**config.mk**
```make
export PLATFORM = sky130hd
export DESIGN_NAME = lifo_stream_drain_flat
export DESIGN_NICKNAME = d
export VERILOG_FILES = /design/src/rtl/lifo_stream_drain_if.sv /design/src/rtl/lifo_stream_drain.sv /design/src/flat_wrapper.sv
export SDC_FILE = /design/constraint.sdc
export NUM_CORES = 1
export LEC_CHECK = 0
export BUFFER_PORTS_ARGS = -buffer_cell sky130_fd_sc_hd__buf_2
export CAP_MARGIN = 40
export CORE_UTILIZATION = 50
export CTS_BUF_LIST = sky130_fd_sc_hd__clkbuf_4
export DETAILED_ROUTE_END_ITERATION = 7
export GPL_ROUTABILITY_DRIVEN = 0
export PLACE_DENSITY_LB_ADDON = 0.2
export SLEW_MARGIN = 20
export SYNTH_ARGS = -nofsm -noshare
export SYNTH_HDL_FRONTEND = slang
export SYNTH_SLANG_ARGS = --single-unit
```
**constraint.sdc**
```tcl
create_clock -name clk -period 6.85 [get_ports clk]
set_input_delay 0.3425 -clock clk [delete_from_list [all_inputs] [get_ports clk]]
set_output_delay 0.3425 -clock clk [all_outputs]
set_load 0.02 [all_outputs]
```
**src/rtl/lifo_stream_drain_if.sv**
```systemverilog
// Valid/ready stream carrying entries drained from the LIFO.
// The master drives valid and data; the slave drives ready.
interface lifo_stream_drain_if #(
   parameter int DATA_WIDTH = 8
);
   logic                  m_valid;
   logic                  m_ready;
   logic [DATA_WIDTH-1:0] m_data;

   modport master (output m_valid, output m_data, input m_ready);
   modport slave  (input m_valid, input m_data, output m_ready);
endinterface

```
**src/rtl/lifo_stream_drain.sv**
```systemverilog
// Drains a registered-read LIFO onto a valid/ready stream through a
// 2-entry prefetch buffer, with a flush mode that discards and counts.
module lifo_stream_drain #(
   parameter int DATA_WIDTH = 8,
   parameter int CNT_WIDTH  = 16
) (
   input  logic                  clk,
   input  logic                  rst,
   input  logic [DATA_WIDTH-1:0] lifo_data_rd,
   input  logic                  lifo_empty,
   output logic                  lifo_rd_en,
   lifo_stream_drain_if.master   m,
   input  logic                  flush,
   output logic                  flush_busy,
   output logic [CNT_WIDTH-1:0]  drop_cnt
);

   localparam logic [0:0] ST_RUN   = 1'b0;
   localparam logic [0:0] ST_FLUSH = 1'b1;

   logic [0:0]            state_r;
   logic [1:0]            buf_cnt_r;
   logic                  inflight_r;
   logic [DATA_WIDTH-1:0] buf0_r;
   logic [DATA_WIDTH-1:0] buf1_r;
   logic [1:0]            drop_pend_r;
   logic [CNT_WIDTH-1:0]  drop_cnt_r;

   logic                  m_valid_s;
   logic                  xfer_s;
   logic                  rd_en_s;
   logic [1:0]            cnt_after_xfer_s;
   logic [2:0]            occ_s;

   function automatic logic [CNT_WIDTH-1:0] sat_add(
      input logic [CNT_WIDTH-1:0] base,
      input logic [1:0]           pend,
      input logic                 one
   );
      logic [CNT_WIDTH+1:0] sum;
      sum = {2'b00, base} + {{CNT_WIDTH{1'b0}}, pend} + {{(CNT_WIDTH+1){1'b0}}, one};
      if (sum[CNT_WIDTH+1:CNT_WIDTH] != 2'b00) begin
         return {CNT_WIDTH{1'b1}};
      end else begin
         return sum[CNT_WIDTH-1:0];
      end
   endfunction

   // Stream valid and read issue; a same-cycle transfer credits buffer space.
   always_comb begin
      m_valid_s        = 1'b0;
      xfer_s           = 1'b0;
      rd_en_s          = 1'b0;
      cnt_after_xfer_s = buf_cnt_r;
      occ_s            = 3'd0;
      if (rst) begin
         rd_en_s = 1'b0;
      end else if (state_r == ST_RUN) begin
         m_valid_s        = (buf_cnt_r != 2'd0);
         xfer_s           = m_valid_s && m.m_ready;
         cnt_after_xfer_s = buf_cnt_r - {1'b0, xfer_s};
         occ_s            = {1'b0, cnt_after_xfer_s} + {2'b00, inflight_r};
         rd_en_s          = !lifo_empty && (occ_s < 3'd2);
      end else begin
         rd_en_s = !lifo_empty;
      end
   end

   assign lifo_rd_en = rd_en_s;
   assign m.m_valid  = m_valid_s;
   assign m.m_data   = buf0_r;
   assign flush_busy = (state_r == ST_FLUSH);
   assign drop_cnt   = drop_cnt_r;

   // Buffer, in-flight tracking, RUN/FLUSH sequencing and discard counting.
   always_ff @(posedge clk) begin
      if (rst) begin
         state_r     <= ST_RUN;
         buf_cnt_r   <= 2'd0;
         inflight_r  <= 1'b0;
         buf0_r      <= {DATA_WIDTH{1'b0}};
         buf1_r      <= {DATA_WIDTH{1'b0}};
         drop_pend_r <= 2'd0;
         drop_cnt_r  <= {CNT_WIDTH{1'b0}};
      end else begin
         inflight_r <= rd_en_s;
         case (state_r)
            ST_RUN: begin
               if (flush) begin
                  // Buffered and arriving entries are charged on the first FLUSH cycle.
                  state_r     <= ST_FLUSH;
                  buf_cnt_r   <= 2'd0;
                  drop_cnt_r  <= {CNT_WIDTH{1'b0}};
                  drop_pend_r <= cnt_after_xfer_s + {1'b0, inflight_r};
               end else begin
                  buf_cnt_r <= cnt_after_xfer_s + {1'b0, inflight_r};
                  if (xfer_s) begin
                     buf0_r <= buf1_r;
                  end
                  if (inflight_r) begin
                     if (cnt_after_xfer_s == 2'd0) begin
                        buf0_r <= lifo_data_rd;
                     end else begin
                        buf1_r <= lifo_data_rd;
                     end
                  end
               end
            end
            ST_FLUSH: begin
               drop_cnt_r  <= sat_add(drop_cnt_r, drop_pend_r, inflight_r);
               drop_pend_r <= 2'd0;
               if (lifo_empty && !inflight_r) begin
                  state_r <= ST_RUN;
               end
            end
            default: begin
               state_r <= ST_RUN;
            end
         endcase
      end
   end

endmodule
```
**src/flat_wrapper.sv**
```systemverilog
// flat-port wrapper written by rule: the top's interface ports become plain ports
module lifo_stream_drain_flat 
#(
   parameter int DATA_WIDTH = 8,
   parameter int CNT_WIDTH  = 16
)
  (clk, rst, lifo_data_rd, lifo_empty, lifo_rd_en, flush, flush_busy, drop_cnt, m_m_valid, m_m_data, m_m_ready);
  lifo_stream_drain_if #(.DATA_WIDTH(DATA_WIDTH)) m_i ();
  input  logic clk;
  input  logic rst;
  input  logic [DATA_WIDTH-1:0] lifo_data_rd;
  input  logic lifo_empty;
  output logic lifo_rd_en;
  input  logic flush;
  output logic flush_busy;
  output logic [CNT_WIDTH-1:0] drop_cnt;
  output wire logic [$bits(m_i.m_valid)-1:0] m_m_valid;
  output wire logic [$bits(m_i.m_data)-1:0] m_m_data;
  input wire logic [$bits(m_i.m_ready)-1:0] m_m_ready;
  assign m_m_valid = m_i.m_valid;
  assign m_m_data = m_i.m_data;
  assign m_i.m_ready = m_m_ready;
  lifo_stream_drain #(.DATA_WIDTH(DATA_WIDTH), .CNT_WIDTH(CNT_WIDTH)) u_core (.clk(clk), .rst(rst), .lifo_data_rd(lifo_data_rd), .lifo_empty(lifo_empty), .lifo_rd_en(lifo_rd_en), .m(m_i), .flush(flush), .flush_busy(flush_busy), .drop_cnt(drop_cnt));
endmodule
```
---- After elaboration in Yosys (flattened, before gate mapping) ----
Index checks and enable logic that the tools add are counted.
operators by class
  $add $sub $neg .......................... 5
  multipliers ............................. 0
  divide/modulo/power cells ............... 0
  order comparisons ....................... 1
  equal/unequal tests ..................... 1
  shift operators ......................... 0
  muxes and demuxes ....................... 20
  bitwise logic cells ..................... 3
  reduce and logical (&&, ||, !) cells .... 10
operators with widths
  cell                                                 count
  two-way mux 16 bit                                   2
  case mux 16 bit (2 select lines)                     1
  two-way mux 8 bit                                    3
  adder 18 x 1 -> 18 bit                               1
  adder 16 x 2 -> 17 bit                               1
  two-way mux 1 bit                                    8
  two-way mux 2 bit                                    4
  case mux 2 bit (2 select lines)                      1
  AND reduction 4 bit                                  1
  nonzero test 2 bit                                   2
  adder 2 x 1 -> 3 bit                                 1
  logical AND 1 bit                                    3
  < comparator 3 x 2 -> 1 bit (second input constant)  1
  inverter 1 bit                                       3
  adder 2 x 1 -> 2 bit                                 1
  logical NOT 1 bit                                    2
  logical NOT 2 bit                                    1
  inequality test 2 bit (second input constant)        1
  case mux 1 bit (2 select lines)                      1
  AND reduction 2 bit                                  1
  subtractor 2 x 1 -> 2 bit                            1
storage, ports and cells
  register bits ........................... 38
  latch bits .............................. 0
  bits in writable memories ............... 0
  ROM bits ................................ 0
  bits of input ports ..................... 13
  output and inout port bits .............. 27
  word-level logic and storage cells ...... 47
  memories kept ........................... 0

---- Depth between registers and ports, before layout ----
Gate-level depths: netlist of the first run.
  word-level depth ........................ 8
  depth in mapped cells ................... 11
  gate-level depth less buffers ........... 9

---- Worst setup path before layout of the first run ----
Ideal clock, no wire load.
  kind .................................... register -> register
  from .................................... reg u_core.drop_cnt_r[0] (netlist: u_core.drop_cnt[0])
  to ...................................... reg u_core.drop_cnt_r[10] (netlist: u_core.drop_cnt[10])
  setup time .............................. 0.076 ns
  arrival time ............................ 2.835 ns
  setup slack ............................. 3.940 ns
  stages on the path, launching flop included .. 12
  buffers on the path ..................... 2
  clock period less this slack ............ 2.910 ns
  cell sequence ........................... dfxtp_1 ha_1 fa_1 buf_6 a211oi_1 o311ai_0 o31ai_1 o21ai_0 o41ai_4 buf_6 a31oi_2 o22ai_2
between the ends
  longest elaborated chain between the ends .. 5
ends and longest elaborated chain
  element                             line                      RTL
  start, declared                     lifo_stream_drain.sv:27   logic [CNT_WIDTH-1:0] drop_cnt_r;
  start signal, assigned              lifo_stream_drain.sv:84   drop_cnt_r <= {CNT_WIDTH{1'b0}};
  start signal, assigned              lifo_stream_drain.sv:93   drop_cnt_r <= {CNT_WIDTH{1'b0}};
  start signal, assigned              lifo_stream_drain.sv:110  drop_cnt_r <= sat_add(drop_cnt_r, drop_pend_r, inflight_r);
  adder 16 x 2 -> 17 bit *            lifo_stream_drain.sv:41   sum = {2'b00, base} + {{CNT_WIDTH{1'b0}}, pend} + {{(CNT_WIDTH+1){1'b0}}, one};
  adder 18 x 1 -> 18 bit *            lifo_stream_drain.sv:41
  nonzero test 2 bit                  lifo_stream_drain.sv:42   if (sum[CNT_WIDTH+1:CNT_WIDTH] != 2'b00) begin
  two-way mux 16 bit *                lifo_stream_drain.sv:42
  case mux 16 bit (2 select lines) *  lifo_stream_drain.sv:87   case (state_r)
Mark *: on every way between the ends. The rest lies on a longest branch, timed or not.
A chain may end at the register's enable or synchronous reset.

---- Final worst setup path of the first run ----
  from .................................... reg u_core.drop_cnt_r[0] (netlist: u_core.drop_cnt[0])
  to ...................................... reg u_core.drop_cnt_r[11] (netlist: u_core.drop_cnt[11])
Same word-level chain as after synthesis.

==> results of run 1 <==
## sequential cells by signal, summed over array words and instances (netlist names)
| signal | flops |
|---|---|
| u_core.buf_cnt_r | 2 |
| u_core.flush_busy | 1 |
| u_core.inflight_r | 1 |
| u_core.drop_cnt | 16 |
| u_core.m.m_data | 8 |
| u_core.drop_pend_r | 2 |
| u_core.buf1_r | 8 |
## logic make-up (layout without fill, tap and decap cells)
kind of cell             count (synthesis)  count (layout)  share of synthesized area [%]
adder cells (fa/ha/maj)                  7               7                           3.78
XOR/XNOR                                13              13                           5.27
flip-flops                              38              38                           30.2
multiplexers                            20              20                           8.01
AO/OA/AOI/OAI                           77              77                           23.1
AND/OR/NAND/NOR                        108             108                           22.7
buffers and inverters                   38              70                           6.96
## through the flow
step / hold WS, ps / util [%] / power [mW] / worst slack (ps)
2_1_floorplan: 419 / - / 0.291 / 3940
3_3_place_gp: 446 / 56.5 / 0.309 / 3390
3_5_place_dp: 458 / 56.8 / 0.311 / 3270
4_1_cts: 181 / 59.0 / 0.507 / 3230
5_1_grt: 183 / 59.0 / 0.523 / 3020
6_report: 206 / 59.0 / 0.502 / 3200
## Yosys cell counts, types with 3 or more instances
cell / count
dfxtp_1: 38
nor2_1: 24
nand2_1: 22
inv_1: 20
mux2i_1: 19
a21oi_1: 15
o21ai_1: 12
nand2b_1: 11
nor3_1: 11
nand3_1: 9
a221oi_1: 8
o21ai_0: 8
nand4_1: 7
xnor2_1: 7
clkbuf_1: 6
ha_1: 6
buf_2: 5
xor2_1: 5
a31oi_1: 4
nor2b_1: 4
a211oi_1: 3
buf_4: 3
o21a_1: 3
## worst max-delay path: stages, from the launching register on
cell and delay (ps):
dfxtp_1 350, ha_1 270, fa_1 570, a211oi_1 480
o311ai_0 180, o31ai_1 150, o21ai_0 320, o41ai_4 860
nor2_1 150, a211oi_1 240
## layer usage
metal,share of wire (%),track usage (%),up-vias
li1,-,-,1152
met1,48,29.0,1047
met2,47,37.4,68
met3,4.2,3.18,6
met4,0.98,8.28,0
met5,0,0,-
## worst max-delay path by stage
stage                     depth (start not counted)                   to  slack, ps
after floorplan                                  11  u_core.drop_cnt[10]       3940
after global placement                            9   u_core.drop_cnt[9]       3390
after detailed placement                          9  u_core.drop_cnt[11]       3270
after CTS                                         9  u_core.drop_cnt[11]       3230
after global routing                              9  u_core.drop_cnt[11]       3020
final                                             9  u_core.drop_cnt[11]       3200
## cell type report
class | instances | area [um^2] | area share [%]
multi-input cells | 225 | 1580 | 56.0
flip-flops and latches | 38 | 761 | 26.9
clock buffers | 5 | 37.5 | 1.33
repair buffers | 42 | 218 | 7.71
clock inverters | 3 | 68.8 | 2.44
inverters | 20 | 75.1 | 2.66
well taps | 67 | 83.8 | 2.97
## report_power, final
| part | internal [mW] | leakage, nW | switching, mW | total (mW) |
|---|---|---|---|---|
| logic | 0.0286 | 0.847 | 0.0403 | 0.0689 |
| clock network | 0.114 | 0.0554 | 0.0812 | 0.195 |
| registers | 0.228 | 0.308 | 0.00930 | 0.238 |
| total | 0.371 | 1.21 | 0.131 | 0.502 |
==> metrics, run 1 <==
Reg2Reg Launch Point=u_core.drop_cnt[0]; global-route wire length before repair=9200 um; initial antenna violation count=0; Worst Skew=8.93 ps; setup_tns=0 ps; Final min period=3650 ps; vias per std cell=5.68; status=finished clean; Final Hold Fails=0; FP Rows=25; Clock Pin Slew Worst Setup and Hold Paths=120 ps; Die W=72.9 um; IO buf count=39; crit share post-route=53.3%; Synth top area share=30.2%; Synth Flop Type=dfxtp_1; die height=72.9 um; clk sink count=38; Post-CTS Setup Bufs=0; count of final max-slew check failures=0; hold_buf cts=0; Mean Syn Cell Area=8.36 um^2; Post-DP Area=2720 um^2; most frequent cells in the layout=buf_2, dfxtp_1, nor2_1; # resized after CTS=0; Clock Tree Buf Depth=2; maximum number of pins on one net before global-route repair=32; layout cells sized above 1=19.8%; I/O Pins=40; Crit. Startpoint=u_core.drop_cnt[0]; Yosys warnings=0; Clk Latency, worst-skew pair=350 ps; Gate Count Post-Synth=301; Critical Path Start Type=flip-flop; Starting Density=52.6%; crit path max fanout=13; Vias=2273; CP Data Required Time=7120 ps; fillcell total=448; Worst Hold Class=primary input to flip-flop; CTS tree=yes; WL per Instance=14.5 um; top cells by area, synth=dfxtp_1, mux2i_1, nor2_1; Routed Antenna Nets=0; maximum capacitance violations=0; Pleak=1.21 nW; initial DRC count=229; Syn Nets=321; Max-slew headroom=44.1%; setup slack, reg-to-reg=3200 ps; R2R depth=9; post-DP HPWL=4170 um; Worst R2R End=u_core.drop_cnt[11]; Worst-Margin Slew=836 ps; Clock Root Buffer=clkbuf_4; critical path class=flip-flop to flip-flop; Critical Path AT=3920 ps; fin nets=352; drt drc=0; antenna cell count=0; GR Util All Layers=22.3%; final instance area=2820 um^2; Num CTS Buffers=5; FMAX=274 MHz; CP endpoint kind=flip-flop; Post-Syn Area=2520 um^2; Placed Instances=392; # setup viols final=0; Area growth syn-to-layout=12.2%; post-synthesis sequential area ratio=30.2%; area leader, netlist=dfxtp_1; power per cell area=178 nW/um^2; RSZ-0062 raised after global routing=false; H-tree Lvls=2; Finished Layout Cells=400; vias in the first global route=1970; hold path startpoint=lifo_empty; EDFF count, synth=0; count of different cell masters after synthesis=61; post-synthesis async set-or-reset flop share=0%; hold path cells=2; Die Area=5320 um^2; core box area=4790 um^2; global route overflow=0; drt pass-1 iters=4; Worst VDD drop=0.000118 V; Worst Hold End=u_core.inflight_r; Synth Register Bits=38; DRT Wirelength=5800 um; most common cell after layout, fill and taps aside=buf_2
No activity file was read; power rests on OpenSTA's default activity.
==> run 2, diff against run 1 <==
==> constraint.sdc (replaced) <==
create_clock -name clk -period 3 [get_ports clk]
set_input_delay 0.15 -clock clk [delete_from_list [all_inputs] [get_ports clk]]
set_output_delay 0.15 -clock clk [all_outputs]
set_load 0.02 [all_outputs]
==> run 2 against run 1 <==
Compared with the run above: clock power up 34%; critical endpoint is now u_core.drop_cnt[9]; global-route usage up 1.3 points; core utilization up 0.97 points; setup slack worse by 3000 ps.
==> metrics, run 2 (synthesis gave the netlist of run 1 again) <==
status=finished clean; Worst Hold Class=primary input to flip-flop; Clock Tree Buf Depth=2; critical path class=flip-flop to flip-flop; CP endpoint kind=flip-flop; Max stage delay on crit path=450 ps; most frequent cells in the layout=buf_2, dfxtp_1, nor2_1; RSZ-0062 raised after global routing=false; Post-DP Area=2790 um^2; Crit-path slowest cell=a2111oi_0; R2R depth=9; vias in the first global route=2128; Worst Hold End=u_core.buf1_r[0]; power per cell area=337 nW/um^2; Clk pwr share=27.1%; final instance area=2870 um^2; Reg power frac=55.9%; Routed Antenna Nets=0; Finished Layout Cells=411; maximum capacitance violations=0; antenna cell count=0; Critical Path AT=3050 ps; initial antenna violation count=0; count of final max-slew check failures=0; Comb pwr share=17.0%; hold path startpoint=lifo_data_rd[0]; H-tree Lvls=2; IO buf count=39; Critical Path Start Type=flip-flop; FMAX=359 MHz; Vias=2294; Worst Skew=7.73 ps; I/O Pins=40; Worst-Margin Slew=626 ps; CP Data Required Time=3270 ps; die height=72.9 um; max FFs per register=16; Clk Latency, worst-skew pair=340 ps; most common cell after layout, fill and taps aside=buf_2; Die Area=5320 um^2; crit share post-route=92.9%; DRT Wirelength=5730 um; maximum number of pins on one net before global-route repair=31; crit path max fanout=6; post-DP HPWL=4320 um; Cell Chain, Critical Path=ha_1, a21oi_2, nand4b_1, a2111oi_0, o21ai_1, o41ai_4, buf_4, nor2_1, a211oi_1; Placed Instances=401; Starting Density=52.6%; Int Pwr=0.678 mW; Pwr Total=0.966 mW; Clock Pin Slew Worst Setup and Hold Paths=120 ps; fin nets=363; hold path cells=3; setup_tns=0 ps; Worst R2R End=u_core.drop_cnt[9]; CTS tree=yes; # setup viols final=0; Clock Root Buffer=clkbuf_4; clk sink count=38; WL per Instance=13.9 um; Final Hold Fails=0; drt drc=0; core box area=4790 um^2; initial DRC count=108; Max-slew headroom=58.2%; global route overflow=0; Final min period=2790 ps; drt pass-1 iters=4; FP Rows=25; layout cells sized above 1=22.4%; Switching Share=29.9%; Area growth syn-to-layout=14.1%; Reg2Reg Launch Point=u_core.drop_cnt[1]; vias per std cell=5.58; global-route wire length before repair=9780 um; Net Switching=0.289 mW; Num CTS Buffers=5; GR Util All Layers=23.6%; Worst VDD drop=0.000252 V; Pleak=1.24 nW; setup slack, reg-to-reg=210 ps; Die W=72.9 um
run 2: worst max-delay path by stage:
stage,cells after the start,slack (ps),from,endpoint
floorplan,11,90,u_core.drop_cnt[0],u_core.drop_cnt[10]
global placement,11,220,u_core.drop_cnt[0],u_core.drop_cnt[9]
detailed placement,11,140,u_core.drop_cnt[0],u_core.drop_cnt[9]
CTS,11,90,u_core.drop_cnt[0],u_core.drop_cnt[9]
global route,11,20,u_core.drop_cnt[0],u_core.drop_cnt[9]
finish,9,210,u_core.drop_cnt[1],u_core.drop_cnt[9]
run 2: stage by stage:
stage / hold WS, ps / worst slack, ps / utilization (%)
2_1_floorplan: 227 / 89.9 / -
3_3_place_gp: 363 / 220 / 58.2
3_5_place_dp: 368 / 138 / 58.2
4_1_cts: 35.9 / 90.9 / 59.5
5_1_grt: 33.5 / 19.5 / 60.0
6_report: 54.7 / 212 / 60.0
run 2: what timing repair did:
action | CTS | global route
setup buffers | 0 | 0
endpoints found under the setup margin | 0 | 14
gates resized for setup | 0 | 3
hold buffers | 1 | 0
hold endpoints to repair | 1 | 0
run 2: routing by layer:
layer,up-vias,global-route usage [%],part of all wire (%)
met1,1053,30.2,47
met2,55,38.8,47
met5,-,0,0
met3,11,4.56,4.4
li1,1175,-,-
met4,0,9.80,1.7
run 2: worst max-delay path: cells and delay by family (launching register included):
kind	cells	cell delay (ps)
AOI/OAI and AO/OA	5	1600
adders and majority gates	1	370
buffers and inverters	1	190
and+or+nand+nor	2	180
DFF	1	370
run 2: power groups by stage:
stage | logic [mW] | clock network, mW | registers (mW)
after floorplan | 0.108 | 0 | 0.557
after global placement | 0.161 | 0 | 0.550
after detailed placement | 0.162 | 0 | 0.551
after CTS | 0.164 | 0.275 | 0.540
after global routing | 0.182 | 0.298 | 0.544
final | 0.165 | 0.262 | 0.540
run 2: area by class of cell:
class / instances / area (um^2)
inverters: 20 / 75.1
well taps: 67 / 83.8
flip-flops and latches: 38 / 761
multi-input cells: 225 / 1590
repair buffers: 53 / 303
clock inverters: 3 / 16.3
fillers: 444 / 1920
clock buffers: 5 / 37.5
==> run 3, diff against run 2 <==
--- a/config.mk
+++ b/config.mk
@@ -11,7 +11,7 @@
 export CTS_BUF_LIST = sky130_fd_sc_hd__clkbuf_4
 export DETAILED_ROUTE_END_ITERATION = 7
 export GPL_ROUTABILITY_DRIVEN = 0
-export PLACE_DENSITY_LB_ADDON = 0.2
+export PLACE_DENSITY = 0.75
 export SLEW_MARGIN = 20
 export SYNTH_ARGS = -nofsm -noshare
 export SYNTH_HDL_FRONTEND = slang
==> run 3 against run 2 <==
Compared with the run above: worst hold slack worse by 18 ps; total power hardly changed; non-clock buffer count is 2 lower; setup slack worse by 27 ps; sequential power hardly changed; critical path type unchanged; critical endpoint is now u_core.drop_cnt[10]; largest power group unchanged.
==> metrics, run 3 (synthesis gave the netlist of run 1 again) <==
status=finished clean; drt drc=0; Num CTS Buffers=5; core box area=4790 um^2; H-tree Lvls=2; layout cells sized above 1=22.2%; initial DRC count=249; Final WS setup=185 ps; max FFs per register=16; initial antenna violation count=0; CP endpoint kind=flip-flop; I/O Pins=40; Reg2Reg Launch Point=u_core.drop_cnt[0]; most frequent cells in the layout=buf_2, dfxtp_1, nor2_1; vias per std cell=5.67; post-DP HPWL=4320 um; global-route wire length before repair=9900 um; Worst Hold Class=primary input to flip-flop; Die W=72.9 um; # setup viols final=0; WL per Instance=14.4 um; Switching Share=30.0%; count of final max-slew check failures=0; Comb pwr share=17.2%; FMAX=355 MHz; Int Pwr=0.676 mW; Placed Instances=399; most common cell after layout, fill and taps aside=buf_2; Worst Skew=14.1 ps; Pwr Total=0.966 mW; Area growth syn-to-layout=13.6%; maximum capacitance violations=0; Clock Tree Buf Depth=2; DRT Wirelength=5890 um; clk sink count=38; Max-slew headroom=49.6%; CTS tree=yes; RSZ-0062 raised after global routing=false; crit path max fanout=10; maximum number of pins on one net before global-route repair=32; die height=72.9 um; IO buf count=39; setup_tns=0 ps; Reg power frac=55.6%; power per cell area=338 nW/um^2; Starting Density=52.6%; drt pass-1 iters=4; fin nets=361; Worst-Margin Slew=752 ps; Die Area=5320 um^2; Clk Latency, worst-skew pair=360 ps; Finished Layout Cells=409; Clock Root Buffer=clkbuf_4; Final min period=2820 ps; CP Data Required Time=3280 ps; Worst VDD drop=0.000224 V; Crit. Startpoint=u_core.drop_cnt[0]; Critical Path Start Type=flip-flop; Setup WS pre-CTS=60.4 ps; vias in the first global route=2153; GR Util All Layers=24.0%; Vias=2320; antenna cell count=0; crit share post-route=93.8%; Clk pwr share=27.2%; Net Switching=0.289 mW; Critical Path AT=3100 ps; Pleak=1.23 nW; setup slack, reg-to-reg=180 ps; critical path class=flip-flop to flip-flop; Routed Antenna Nets=0; fillcell total=444; Clock Pin Slew Worst Setup and Hold Paths=110 ps; hold path startpoint=lifo_data_rd[1]; FP Rows=25; global route overflow=0; Final Hold Fails=0
[run 3: path summary, 6_finish.rpt]
path	endpoint	depth (start not counted)
worst max-delay path	u_core.drop_cnt[10]	11
worst min-delay path	u_core.buf1_r[1]	3
worst max register to register	u_core.drop_cnt[10]	11
worst min register to register	u_core.drop_cnt[0]	2
[run 3: what timing repair did]
action,CTS,global route
hold buffers,1,0
resized for setup,0,3
setup endpoints to repair,0,16
endpoints found under the hold margin,1,0
setup buffers,0,1
[run 3: per-layer routing]
layer / vias to the layer above / GRT usage, % / share of wire, %
met3: 10 / 4.97 / 4.8
met4: 0 / 10.0 / 1.5
met1: 1067 / 31.1 / 45
met5: - / 0 / 0
met2: 77 / 38.9 / 49
li1: 1166 / - / -
[run 3: worst max-delay path, cell delays in order, from the launching register on]
cell and delay [ps]:
dfxtp_1 340, ha_1 230, fa_1 420, buf_4 200, xor2_1 220, nand2_1 140, a2111oi_4 300, nand2_2 180
o41ai_4 310, buf_4 230, a31oi_2 50, o22ai_2 120
[run 3: final cells by class]
type                    count  area [um^2]  share of cell area [%]
clock buffers               5         37.5                    1.31
clock inverters             3         16.3                   0.569
inverters                  20         75.1                    2.63
multi-input cells         225         1600                    55.9
flip-flops and latches     38          761                    26.6
well taps                  67         83.8                    2.93
repair buffers             51          288                    10.1
[run 3: metrics by stage]
| stage | cell area (um^2) | utilization, % | hold WS, ps |
|---|---|---|---|
| 6_report | 2860 | 59.7 | 36.4 |
| 5_1_grt | 2860 | 59.7 | 32.3 |
| 4_1_cts | 2840 | 59.3 | 26.4 |
| 3_5_place_dp | 2780 | 58.0 | 362 |
| 3_3_place_gp | 2770 | 57.9 | 348 |
| 2_1_floorplan | 2520 | - | 227 |
[run 3: power groups by stage]
| stage | Combinational, mW | Sequential [mW] | Clock (mW) |
|---|---|---|---|
| global placement | 0.161 | 0.548 | 0 |
| CTS | 0.166 | 0.537 | 0.277 |
| floorplan | 0.108 | 0.557 | 0 |
| finish | 0.166 | 0.537 | 0.263 |
| global route | 0.185 | 0.540 | 0.299 |
| detailed placement | 0.164 | 0.548 | 0 |
